`config.mk`:
```
export PLATFORM = sky130hd
export DESIGN_NAME = iq_sample_pacer_flat
export DESIGN_NICKNAME = d
export VERILOG_FILES = /design/src/rtl/iq_sample_pacer_if.sv /design/src/rtl/iq_sample_pacer.sv /design/src/flat_wrapper.sv
export SDC_FILE = /design/constraint.sdc
export NUM_CORES = 1
export LEC_CHECK = 0
export ABC_AREA = 1
export ABC_CLOCK_PERIOD_IN_PS = 7400
export CORE_ASPECT_RATIO = 1.1
export CORE_MARGIN = 8
export CORE_UTILIZATION = 43
export DETAILED_ROUTE_END_ITERATION = 8
export SYNTH_ARGS = -nofsm -noshare
export SYNTH_HDL_FRONTEND = slang
export SYNTH_SLANG_ARGS = --single-unit
```
`constraint.sdc`:
```
create_clock -name clk -period 7.4 [get_ports clk]
set_input_delay 1.85 -clock clk [delete_from_list [all_inputs] [get_ports clk]]
set_output_delay 1.85 -clock clk [all_outputs]
set_load 0.005 [all_outputs]
```
`src/rtl/iq_sample_pacer_if.sv`:
```
// Stream handshake bundle feeding the IQ sample pacer FIFO.
// The master drives data and valid; the slave returns ready.
interface iq_sample_pacer_if #(
    parameter int WIDTH = 32
) ();
    logic [WIDTH-1:0] tdata;
    logic             tvalid;
    logic             tready;

    modport master (output tdata, output tvalid, input tready);
    modport slave  (input tdata, input tvalid, output tready);
endinterface

```
`src/rtl/iq_sample_pacer.sv`:
```
// Buffers incoming IQ sample words and replays them as a one-cycle strobe
// every clk_div+1 cycles, with underflow accounting and optional run length.
module iq_sample_pacer #(
    parameter int IQ_WIDTH        = 16,
    parameter int NUM_CH          = 1,
    parameter int FIFO_DEPTH_LOG2 = 4,
    parameter int PRIME_LEVEL     = 4,
    parameter int DIV_WIDTH       = 8
) (
    input  logic                             clk,
    input  logic                             rstn,
    input  logic                             enable,
    input  logic                             start,
    input  logic                             flush,
    input  logic [DIV_WIDTH-1:0]             clk_div,
    input  logic [31:0]                      num_sample,
    iq_sample_pacer_if.slave                 s_axis,
    output logic [2*IQ_WIDTH*NUM_CH-1:0]     sample_out,
    output logic                             sample_out_strobe,
    output logic [31:0]                      sample_count,
    output logic [15:0]                      underflow_count,
    output logic                             busy,
    output logic                             done
);
    localparam int W     = 2 * IQ_WIDTH * NUM_CH;
    localparam int CNT_W = FIFO_DEPTH_LOG2 + 1;
    localparam int DEPTH = 1 << FIFO_DEPTH_LOG2;

    localparam logic [CNT_W-1:0] DEPTH_C = CNT_W'(DEPTH);
    localparam logic [CNT_W-1:0] PRIME_C = CNT_W'(PRIME_LEVEL);

    localparam logic [1:0] IDLE  = 2'd0;
    localparam logic [1:0] PRIME = 2'd1;
    localparam logic [1:0] RUN   = 2'd2;
    localparam logic [1:0] DONE  = 2'd3;

    logic [W-1:0]               mem_r [DEPTH];
    logic [FIFO_DEPTH_LOG2-1:0] wptr_r;
    logic [FIFO_DEPTH_LOG2-1:0] rptr_r;
    logic [CNT_W-1:0]           count_r;
    logic                       tready_r;

    logic [1:0]           state_r;
    logic [DIV_WIDTH-1:0] div_r;
    logic [31:0]          num_r;
    logic [DIV_WIDTH-1:0] tick_r;
    logic [W-1:0]         sample_out_r;
    logic                 strobe_r;
    logic [31:0]          sample_count_r;
    logic [15:0]          underflow_r;
    logic                 busy_r;
    logic                 done_r;

    logic             flush_ok_s;
    logic             wr_s;
    logic             rd_s;
    logic             wrap_s;
    logic             empty_s;
    logic             full_s;
    logic [CNT_W-1:0] count_nxt_s;

    // FIFO control: write/read qualification and next occupancy
    always_comb begin
        flush_ok_s  = 1'b0;
        wr_s        = 1'b0;
        rd_s        = 1'b0;
        wrap_s      = 1'b0;
        empty_s     = (count_r == CNT_W'(0));
        full_s      = (count_r == DEPTH_C);
        count_nxt_s = count_r;

        flush_ok_s = flush && ((state_r == IDLE) || (state_r == DONE));
        wr_s       = s_axis.tvalid && tready_r && !flush_ok_s;
        wrap_s     = (state_r == RUN) && enable && (tick_r == div_r);
        rd_s       = wrap_s && !empty_s;

        if (flush_ok_s) begin
            count_nxt_s = CNT_W'(0);
        end else if (wr_s && !rd_s) begin
            count_nxt_s = count_r + CNT_W'(1);
        end else if (rd_s && !wr_s) begin
            count_nxt_s = count_r - CNT_W'(1);
        end else begin
            count_nxt_s = count_r;
        end
    end

    // FIFO pointers, occupancy and ready; ready tracks !full of the new occupancy
    always_ff @(posedge clk or negedge rstn) begin
        if (!rstn) begin
            wptr_r   <= {FIFO_DEPTH_LOG2{1'b0}};
            rptr_r   <= {FIFO_DEPTH_LOG2{1'b0}};
            count_r  <= CNT_W'(0);
            tready_r <= 1'b0;
        end else begin
            count_r  <= count_nxt_s;
            tready_r <= (count_nxt_s != DEPTH_C);
            if (flush_ok_s) begin
                wptr_r <= {FIFO_DEPTH_LOG2{1'b0}};
                rptr_r <= {FIFO_DEPTH_LOG2{1'b0}};
            end else begin
                if (wr_s) wptr_r <= wptr_r + FIFO_DEPTH_LOG2'(1);
                if (rd_s) rptr_r <= rptr_r + FIFO_DEPTH_LOG2'(1);
            end
        end
    end

    // FIFO storage array
    always_ff @(posedge clk) begin
        if (wr_s) mem_r[wptr_r] <= s_axis.tdata;
    end

    // Run sequencing, tick counter and registered sample outputs
    always_ff @(posedge clk or negedge rstn) begin
        if (!rstn) begin
            state_r        <= IDLE;
            div_r          <= {DIV_WIDTH{1'b0}};
            num_r          <= 32'd0;
            tick_r         <= {DIV_WIDTH{1'b0}};
            sample_out_r   <= {W{1'b0}};
            strobe_r       <= 1'b0;
            sample_count_r <= 32'd0;
            underflow_r    <= 16'd0;
            busy_r         <= 1'b0;
            done_r         <= 1'b0;
        end else begin
            strobe_r <= 1'b0;
            case (state_r)
                IDLE, DONE: begin
                    if (start) begin
                        state_r        <= PRIME;
                        div_r          <= clk_div;
                        num_r          <= num_sample;
                        sample_count_r <= 32'd0;
                        underflow_r    <= 16'd0;
                        busy_r         <= 1'b1;
                        done_r         <= 1'b0;
                    end
                end
                PRIME: begin
                    if ((count_r >= PRIME_C) || full_s) begin
                        state_r <= RUN;
                        tick_r  <= {DIV_WIDTH{1'b0}};
                    end
                end
                RUN: begin
                    if (wrap_s) begin
                        tick_r         <= {DIV_WIDTH{1'b0}};
                        strobe_r       <= 1'b1;
                        sample_out_r   <= empty_s ? {W{1'b0}} : mem_r[rptr_r];
                        sample_count_r <= sample_count_r + 32'd1;
                        if (empty_s && (underflow_r != 16'hFFFF)) begin
                            underflow_r <= underflow_r + 16'd1;
                        end
                        if ((num_r != 32'd0) && ((sample_count_r + 32'd1) == num_r)) begin
                            state_r <= DONE;
                            busy_r  <= 1'b0;
                            done_r  <= 1'b1;
                        end
                    end else if (enable) begin
                        tick_r <= tick_r + DIV_WIDTH'(1);
                    end
                end
                default: begin
                    state_r <= IDLE;
                    busy_r  <= 1'b0;
                    done_r  <= 1'b0;
                end
            endcase
        end
    end

    assign s_axis.tready     = tready_r;
    assign sample_out        = sample_out_r;
    assign sample_out_strobe = strobe_r;
    assign sample_count      = sample_count_r;
    assign underflow_count   = underflow_r;
    assign busy              = busy_r;
    assign done              = done_r;
endmodule

```
`src/flat_wrapper.sv`:
```
// flat-port wrapper written by rule: the top's interface ports become plain ports
module iq_sample_pacer_flat 
#(
    parameter int IQ_WIDTH        = 16,
    parameter int NUM_CH          = 1,
    parameter int FIFO_DEPTH_LOG2 = 4,
    parameter int PRIME_LEVEL     = 4,
    parameter int DIV_WIDTH       = 8
)
  (clk, rstn, enable, start, flush, clk_div, num_sample, sample_out, sample_out_strobe, sample_count, underflow_count, busy, done, s_axis_tdata, s_axis_tvalid, s_axis_tready);
  iq_sample_pacer_if #(.WIDTH(32)) s_axis_i ();
  input  logic clk;
  input  logic rstn;
  input  logic enable;
  input  logic start;
  input  logic flush;
  input  logic [DIV_WIDTH-1:0] clk_div;
  input  logic [31:0] num_sample;
  output logic [2*IQ_WIDTH*NUM_CH-1:0] sample_out;
  output logic sample_out_strobe;
  output logic [31:0] sample_count;
  output logic [15:0] underflow_count;
  output logic busy;
  output logic done;
  input wire logic [$bits(s_axis_i.tdata)-1:0] s_axis_tdata;
  input wire logic [$bits(s_axis_i.tvalid)-1:0] s_axis_tvalid;
  output wire logic [$bits(s_axis_i.tready)-1:0] s_axis_tready;
  assign s_axis_i.tdata = s_axis_tdata;
  assign s_axis_i.tvalid = s_axis_tvalid;
  assign s_axis_tready = s_axis_i.tready;
  iq_sample_pacer #(.IQ_WIDTH(IQ_WIDTH), .NUM_CH(NUM_CH), .FIFO_DEPTH_LOG2(FIFO_DEPTH_LOG2), .PRIME_LEVEL(PRIME_LEVEL), .DIV_WIDTH(DIV_WIDTH)) u_core (.clk(clk), .rstn(rstn), .enable(enable), .start(start), .flush(flush), .clk_div(clk_div), .num_sample(num_sample), .s_axis(s_axis_i), .sample_out(sample_out), .sample_out_strobe(sample_out_strobe), .sample_count(sample_count), .underflow_count(underflow_count), .busy(busy), .done(done));
endmodule
```
==> results of run 1 <==
cell families (layout without fill, tap and decap cells):
| logic type | Yosys count | count (layout) | synth area share (%) |
|---|---|---|---|
| DFF | 659 | 659 | 68.3 |
| AOI/OAI and AO/OA | 584 | 584 | 12.3 |
| buffers and inverters | 252 | 449 | 3.50 |
| and+or+nand+nor | 863 | 863 | 13.3 |
| muxes | 23 | 23 | 0.929 |
| xor gates and xnor gates | 26 | 26 | 1.02 |
| adders and majority gates | 14 | 14 | 0.628 |
power groups by stage:
| stage | sequential (mW) | clock [mW] | combinational, mW |
|---|---|---|---|
| 4_1_cts | 4.55 | 3.70 | 1.46 |
| 3_3_place_gp | 4.61 | 0 | 1.42 |
| 2_1_floorplan | 4.56 | 0 | 0.961 |
| 6_report | 4.55 | 3.63 | 1.44 |
| 3_5_place_dp | 4.62 | 0 | 1.45 |
| 5_1_grt | 4.58 | 3.84 | 1.61 |
sequential cells by signal, summed over array words and instances, names as in the netlist, 2 cells and up:
signal	count
u_core.underflow_count	16
u_core.mem_r	512
u_core.sample_out	32
u_core.wptr_r	4
u_core.rptr_r	4
u_core.state_r	2
u_core.sample_count	32
u_core.num_r	32
u_core.tick_r	8
u_core.div_r	8
u_core.count_r	5
final timing paths:
check | to | slack [ns] | depth (start not counted)
max | u_core.sample_count[11] | 2.62 | 12
min | u_core.busy | 0.48 | 2
max reg2reg | u_core.sample_count[11] | 3.28 | 13
min reg2reg | u_core.busy | 0.48 | 2
max in group asynchronous | u_core.s_axis.tready | 4.57 | 2
min in group asynchronous | u_core.num_r[19] | 1.29 | 1
per-stage QoR:
step,hold slack (ns),util (%)
2_1_floorplan,0.464,-
3_3_place_gp,0.460,47.0
3_5_place_dp,0.466,47.0
4_1_cts,0.480,50.7
5_1_grt,0.506,50.7
6_report,0.477,50.7
final cells by class:
| type | count | area, um^2 | share of cell area, % |
|---|---|---|---|
| sequential | 659 | 19100 | 58.2 |
| multi-input combinational | 1510 | 7950 | 24.2 |
| clock buffer | 109 | 2070 | 6.33 |
| timing repair buffer | 191 | 1840 | 5.61 |
| tap | 850 | 1060 | 3.24 |
| inverter | 126 | 478 | 1.46 |
| clock inverter | 23 | 319 | 0.973 |
per-layer routing:
layer / global-route usage, % / wire [um] / up-vias
met5: 0 / 13 / -
met3: 3.43 / 4210 / 111
li1: - / - / 8966
met4: 5.44 / 1650 / 2
met2: 33.5 / 36600 / 607
met1: 24.9 / 30500 / 9586
cells in the mapped netlist, drive strengths merged:
| library cell | number |
|---|---|
| a21oi | 34 |
| nor4 | 2 |
| xnor2 | 4 |
| edfxtp | 512 |
| a22o | 9 |
| and2 | 4 |
| xor3 | 1 |
| nor3b | 3 |
| a211oi | 1 |
| mux2 | 23 |
| o221ai | 54 |
| o31ai | 3 |
| clkbuf | 99 |
| or2 | 2 |
| o21a | 2 |
| a32o | 22 |
| nor2 | 415 |
| o21ai | 352 |
| inv | 125 |
| o22ai | 94 |
| nand3 | 92 |
| clkinv | 1 |
| a31oi | 2 |
| buf | 27 |
| xor2 | 18 |
| xnor3 | 3 |
| nand4 | 4 |
| o211ai | 11 |
| nor3 | 22 |
| dfrtp | 147 |
| nand2 | 310 |
| nand3b | 9 |
| ha | 14 |
critical path, cell delays in order:
cell and delay, ns:
clkdlybuf4s50_1 0.49, nand2_1 0.09, a21oi_1 0.16, o211ai_1 0.15, nor2_4 0.16, inv_2 0.34, nand2_1 0.15, nand2_1 0.11
clkinv_1 0.06, buf_4 0.38, nand2_1 0.84, o21ai_0 0.46
==> run_results.csv, run 1 <==
group,metric,value,unit
sta,clock.fmax,209,MHz
clocking,post_cts_buffers,0,
clocking,h-tree-depth,3,
sta,slew_violations,0,
detailed_routing,vias,19300,
layout,stdcell_count,3468,
clocking,clk_latency,0.61,ns
sta,period_needed,4.78,ns
yosys,syn_area,27900,um^2
power,pwr-share-clk,37.8,%
floorplanning,ios,162,
sta,final-hold-violation-count,0,
yosys,yosysTopAreaCellShare,55.1,%
yosys,syn-num-nets,2513,
clocking,clkTransAtPathRegs,0.05,ns
clocking,cts.sink_count,659,
yosys,avgSynthCellArea,11.5,um^2
layout,layout-drive-gt1-share,8.71,%
clocking,cts_tree,"built",
sta,fin_ws,2.62,ns
floorplanning,dieWidth,259,um
grt,grt_pass1_vias,19500,
yosys,netlist_instances,2421,
critical_path,critPathMaxFanout,35,
power,p_sw,2.59,mW
power,p_comb_share,15.0,%
place,globalplace.congestion,0.883,
place,place_inst,3336,
layout,diodes,0,
critical_path,worstSetupEndpointType,"register",
critical_path,r2r-start,"u_core.state_r[0]",
place,place_area,30400,um^2
detailed_routing,ant_nets,0,
detailed_routing,drt-initial-drc-count,1439,
place,dp_hpwl,42100,um
detailed_routing,drc,0,
yosys,seq_area_frac_synth,68.3,%
sta,rsz0062_at_grt,"false",
sta,slew_headroom,16.9,%
grt,grt_overflow,0,
place,io_buffers,161,
hold_path,min-delay-start,"u_core.busy",
yosys,yosysUniqueCellTypes,45,
power,power.internal,7.03,mW
sta,period_share,64.5,%
sta,setup_viol,0,
grt,grt_first_pass_wirelength,113000,um
critical_path,startpoint,"enable",
grt,grt_usage,19.4,%
layout,fillers,5636,
clocking,cts_hold_buffers,0,
floorplanning,row_count,98,
detailed_routing,viasPerCell,5.56,
floorplanning,die_area,73300,um^2
power,power.total,9.62,mW
layout,fin_nets,2653,
sta,worstMarginPinSlew,1.24,ns
detailed_routing,dr.pass1.iters,6,
grt,grt_max_degree,106,
yosys,yosysWarnings,0,
layout,syn_to_final_growth,17.6,%
hold_path,worst_hold_path_type,"reg -> reg",
sta,skew,0.0224,ns
power,p_sw_share,26.9,%
critical_path,worst_setup_path_start_kind,"input port",
power,ir_drop,0.190,mV
run_status,status,"finished clean",
clocking,cts_root_buf,"clkbuf_16",
grt,antenna_found_initial,1,
yosys,ys_ff_latch,659,
detailed_routing,wl_per_cell,21.0,um
critical_path,critical_path_arrival,5.26,ns
layout,mostFrequentLayoutCell,"edfxtp_1",
floorplanning,die-height,283,um
layout,postLayoutCellArea,32800,um^2
flow_run,cap_violations,0,
critical_path,worstPathRequired,7.89,ns
power,power.density,293,nW/um^2
place,place_ws,2.01,ns
layout,final_cell_mix,"edfxtp_1, nor2_1, o21ai_0",
yosys,synth_top_area_cell,"edfxtp_1",
critical_path,crit_type,"in -> reg",
floorplanning,coreArea,64600,um^2
detailed_routing,wirelength,73000,um
yosys,synthTopCellsByArea,"edfxtp_1, dfrtp_1, o21ai_0",
sta,final.setup.tns,0,ns
clocking,cts_resized,0,
floorplanning,initial_utilization,43.1,%
clocking,cts_inserted_buffers,73,
clocking,max-clock-path-buffers,3,
power,p_seq_share,47.3,%
power,leakagePower,11.8,nW
Note: power is estimated with default switching activity, not from simulation.
==> run 2: changes to the inputs <==
- ABC_CLOCK_PERIOD_IN_PS: 7400 -> 4900
- clock period: 7.4 -> 4.9 ns (I/O delays scaled with it)
==> run_results.csv, run 2 (synthesis gave the netlist of run 1 again) <==
group,metric,value,unit
critical_path,worstPathRequired,5.20,ns
clocking,cts_hold_buffers,0,
sta,slew_headroom,29.4,%
place,io_buffers,161,
floorplanning,dieWidth,259,um
detailed_routing,viasPerCell,5.49,
sta,slew_violations,0,
floorplanning,initial_utilization,43.1,%
place,place_area,30500,um^2
place,place_ws,0.659,ns
grt,grt_pass1_vias,19100,
critical_path,crit_top_cell,"nand2_1",
grt,grt_usage,19.5,%
run_status,status,"finished clean",
sta,fin_ws,1.28,ns
layout,postLayoutCellArea,32900,um^2
clocking,cts_inserted_buffers,72,
layout,layout-drive-gt1-share,9.38,%
layout,regMostFlops,"u_core.mem_r",
clocking,cts_root_buf,"clkbuf_16",
critical_path,ff2ff_setup_slack,1.55,ns
critical_path,crit_type,"in -> reg",
sta,rsz0062_at_grt,"false",
detailed_routing,wirelength,72600,um
layout,syn_to_final_growth,18.0,%
sta,setup_viol,0,
detailed_routing,ant_nets,0,
grt,grt_overflow,0,
flow_run,cap_violations,0,
sta,period_share,73.8,%
sta,period_needed,3.62,ns
sta,final-hold-violation-count,0,
critical_path,worst_setup_path_start_kind,"input port",
clocking,cts.sink_count,659,
clocking,clk_latency,0.61,ns
sta,clock.fmax,277,MHz
clocking,cts_resized,0,
clocking,max-clock-path-buffers,3,
place,dp_hpwl,43300,um
hold_path,worst_hold_path_type,"reg -> reg",
detailed_routing,vias,19100,
floorplanning,die-height,283,um
detailed_routing,wl_per_cell,20.9,um
layout,mostFrequentLayoutCell,"edfxtp_1",
critical_path,max_stage_delay,0.59,ns
grt,antenna_found_initial,0,
power,power.density,439,nW/um^2
sta,worstMarginPinSlew,1.06,ns
floorplanning,row_count,98,
place,globalplace.congestion,0.879,
clocking,clkTransAtPathRegs,0.06,ns
clocking,h-tree-depth,3,
floorplanning,coreArea,64600,um^2
power,leakagePower,11.8,nW
detailed_routing,drc,0,
layout,final_cell_mix,"edfxtp_1, nor2_1, o21ai_0",
floorplanning,die_area,73300,um^2
critical_path,critical_path_arrival,3.92,ns
grt,grt_max_degree,104,
layout,diodes,0,
detailed_routing,drt-initial-drc-count,1426,
floorplanning,ios,162,
detailed_routing,dr.pass1.iters,5,
power,ir_drop,0.307,mV
clocking,cts_tree,"built",
sta,skew,0.0237,ns
grt,grt_first_pass_wirelength,113000,um
critical_path,critPathBufInv,3,
critical_path,worstSetupEndpointType,"register",
critical_path,critical-path-top-delay-family,"simple AND/OR/NAND/NOR gates",
critical_path,critPathMaxFanout,17,
critical_path,cp_slowest_cell,"nor2_4",
layout,largest_reg_flops,512,
sta,final.setup.tns,0,ns
critical_path,cp_cell_sequence,"clkdlybuf4s50_1, nand2_1, inv_1, nor2_1, nand2_1, nor2_4, buf_4",
layout,fin_nets,2666,
clocking,post_cts_buffers,0,
==> run 2: changes by cell type in the layout (fill, tap and decap cells not counted), moves of 3 or more <==
cell | previous run | this run
clkbuf_1 | 27 | 16
buf_4 | 30 | 40
clkinv_1 | 5 | 11
clkinv_2 | 8 | 13
buf_12 | 0 | 4
clkinvlp_4 | 0 | 3
==> run 2: layout make-up <==
cell class                      count  area, um^2
Clock buffer                      100        2080
Clock inverter                     32         270
Fill cell                        5560       31700
Inverter                          126         478
Multi-Input combinational cell   1510        7950
Sequential cell                   659       19100
Tap cell                          850        1060
Timing Repair Buffer              205        1990
==> run 2: where the power goes <==
part           internal (mW)  switching [mW]  leakage [nW]
combinational          0.815            1.41          4.14
sequential              6.56           0.304          6.54
clock                   3.18            2.17          1.15
==> run 2: worst paths after layout <==
| path | from | endpoint | cells after the start |
|---|---|---|---|
| hold reg to reg | u_core.done | u_core.done | 2 |
| max in group asynchronous | rstn | u_core.rptr_r[0] | 2 |
| hold / removal | u_core.done | u_core.done | 2 |
| setup reg to reg | u_core.state_r[0] | u_core.mem_r[4][13] | 8 |
| min in group asynchronous | rstn | u_core.sample_count[29] | 1 |
| setup / recovery | flush | u_core.mem_r[4][13] | 7 |
==> run 2: routing by layer <==
layer  GRT usage [%]  vias up  share of wire, %
met5               0        -                 0
met4            6.63        0               2.6
met3            3.58      118               6.5
met2            32.3      605                48
met1            25.6     9408                42
li1                -     8992                 -
==> run 2: worst min-delay path: cells and delay by family (launching register included) <==
family,cells,cell delay [ns]
flops,1,0.34
simple gates,2,0.11
==> run 2: per-stage QoR <==
| step | utilization (%) | hold WS (ns) | instances | power [mW] |
|---|---|---|---|---|
| 2_1_floorplan | - | 0.464 | 2421 | 8.33 |
| 3_3_place_gp | 47.3 | 0.470 | 3350 | 9.15 |
| 3_5_place_dp | 47.3 | 0.467 | 3350 | 9.21 |
| 4_1_cts | 50.9 | 0.480 | 3482 | 14.6 |
| 5_1_grt | 50.9 | 0.500 | 3482 | 15.1 |
| 6_report | 50.9 | 0.476 | 3482 | 14.4 |
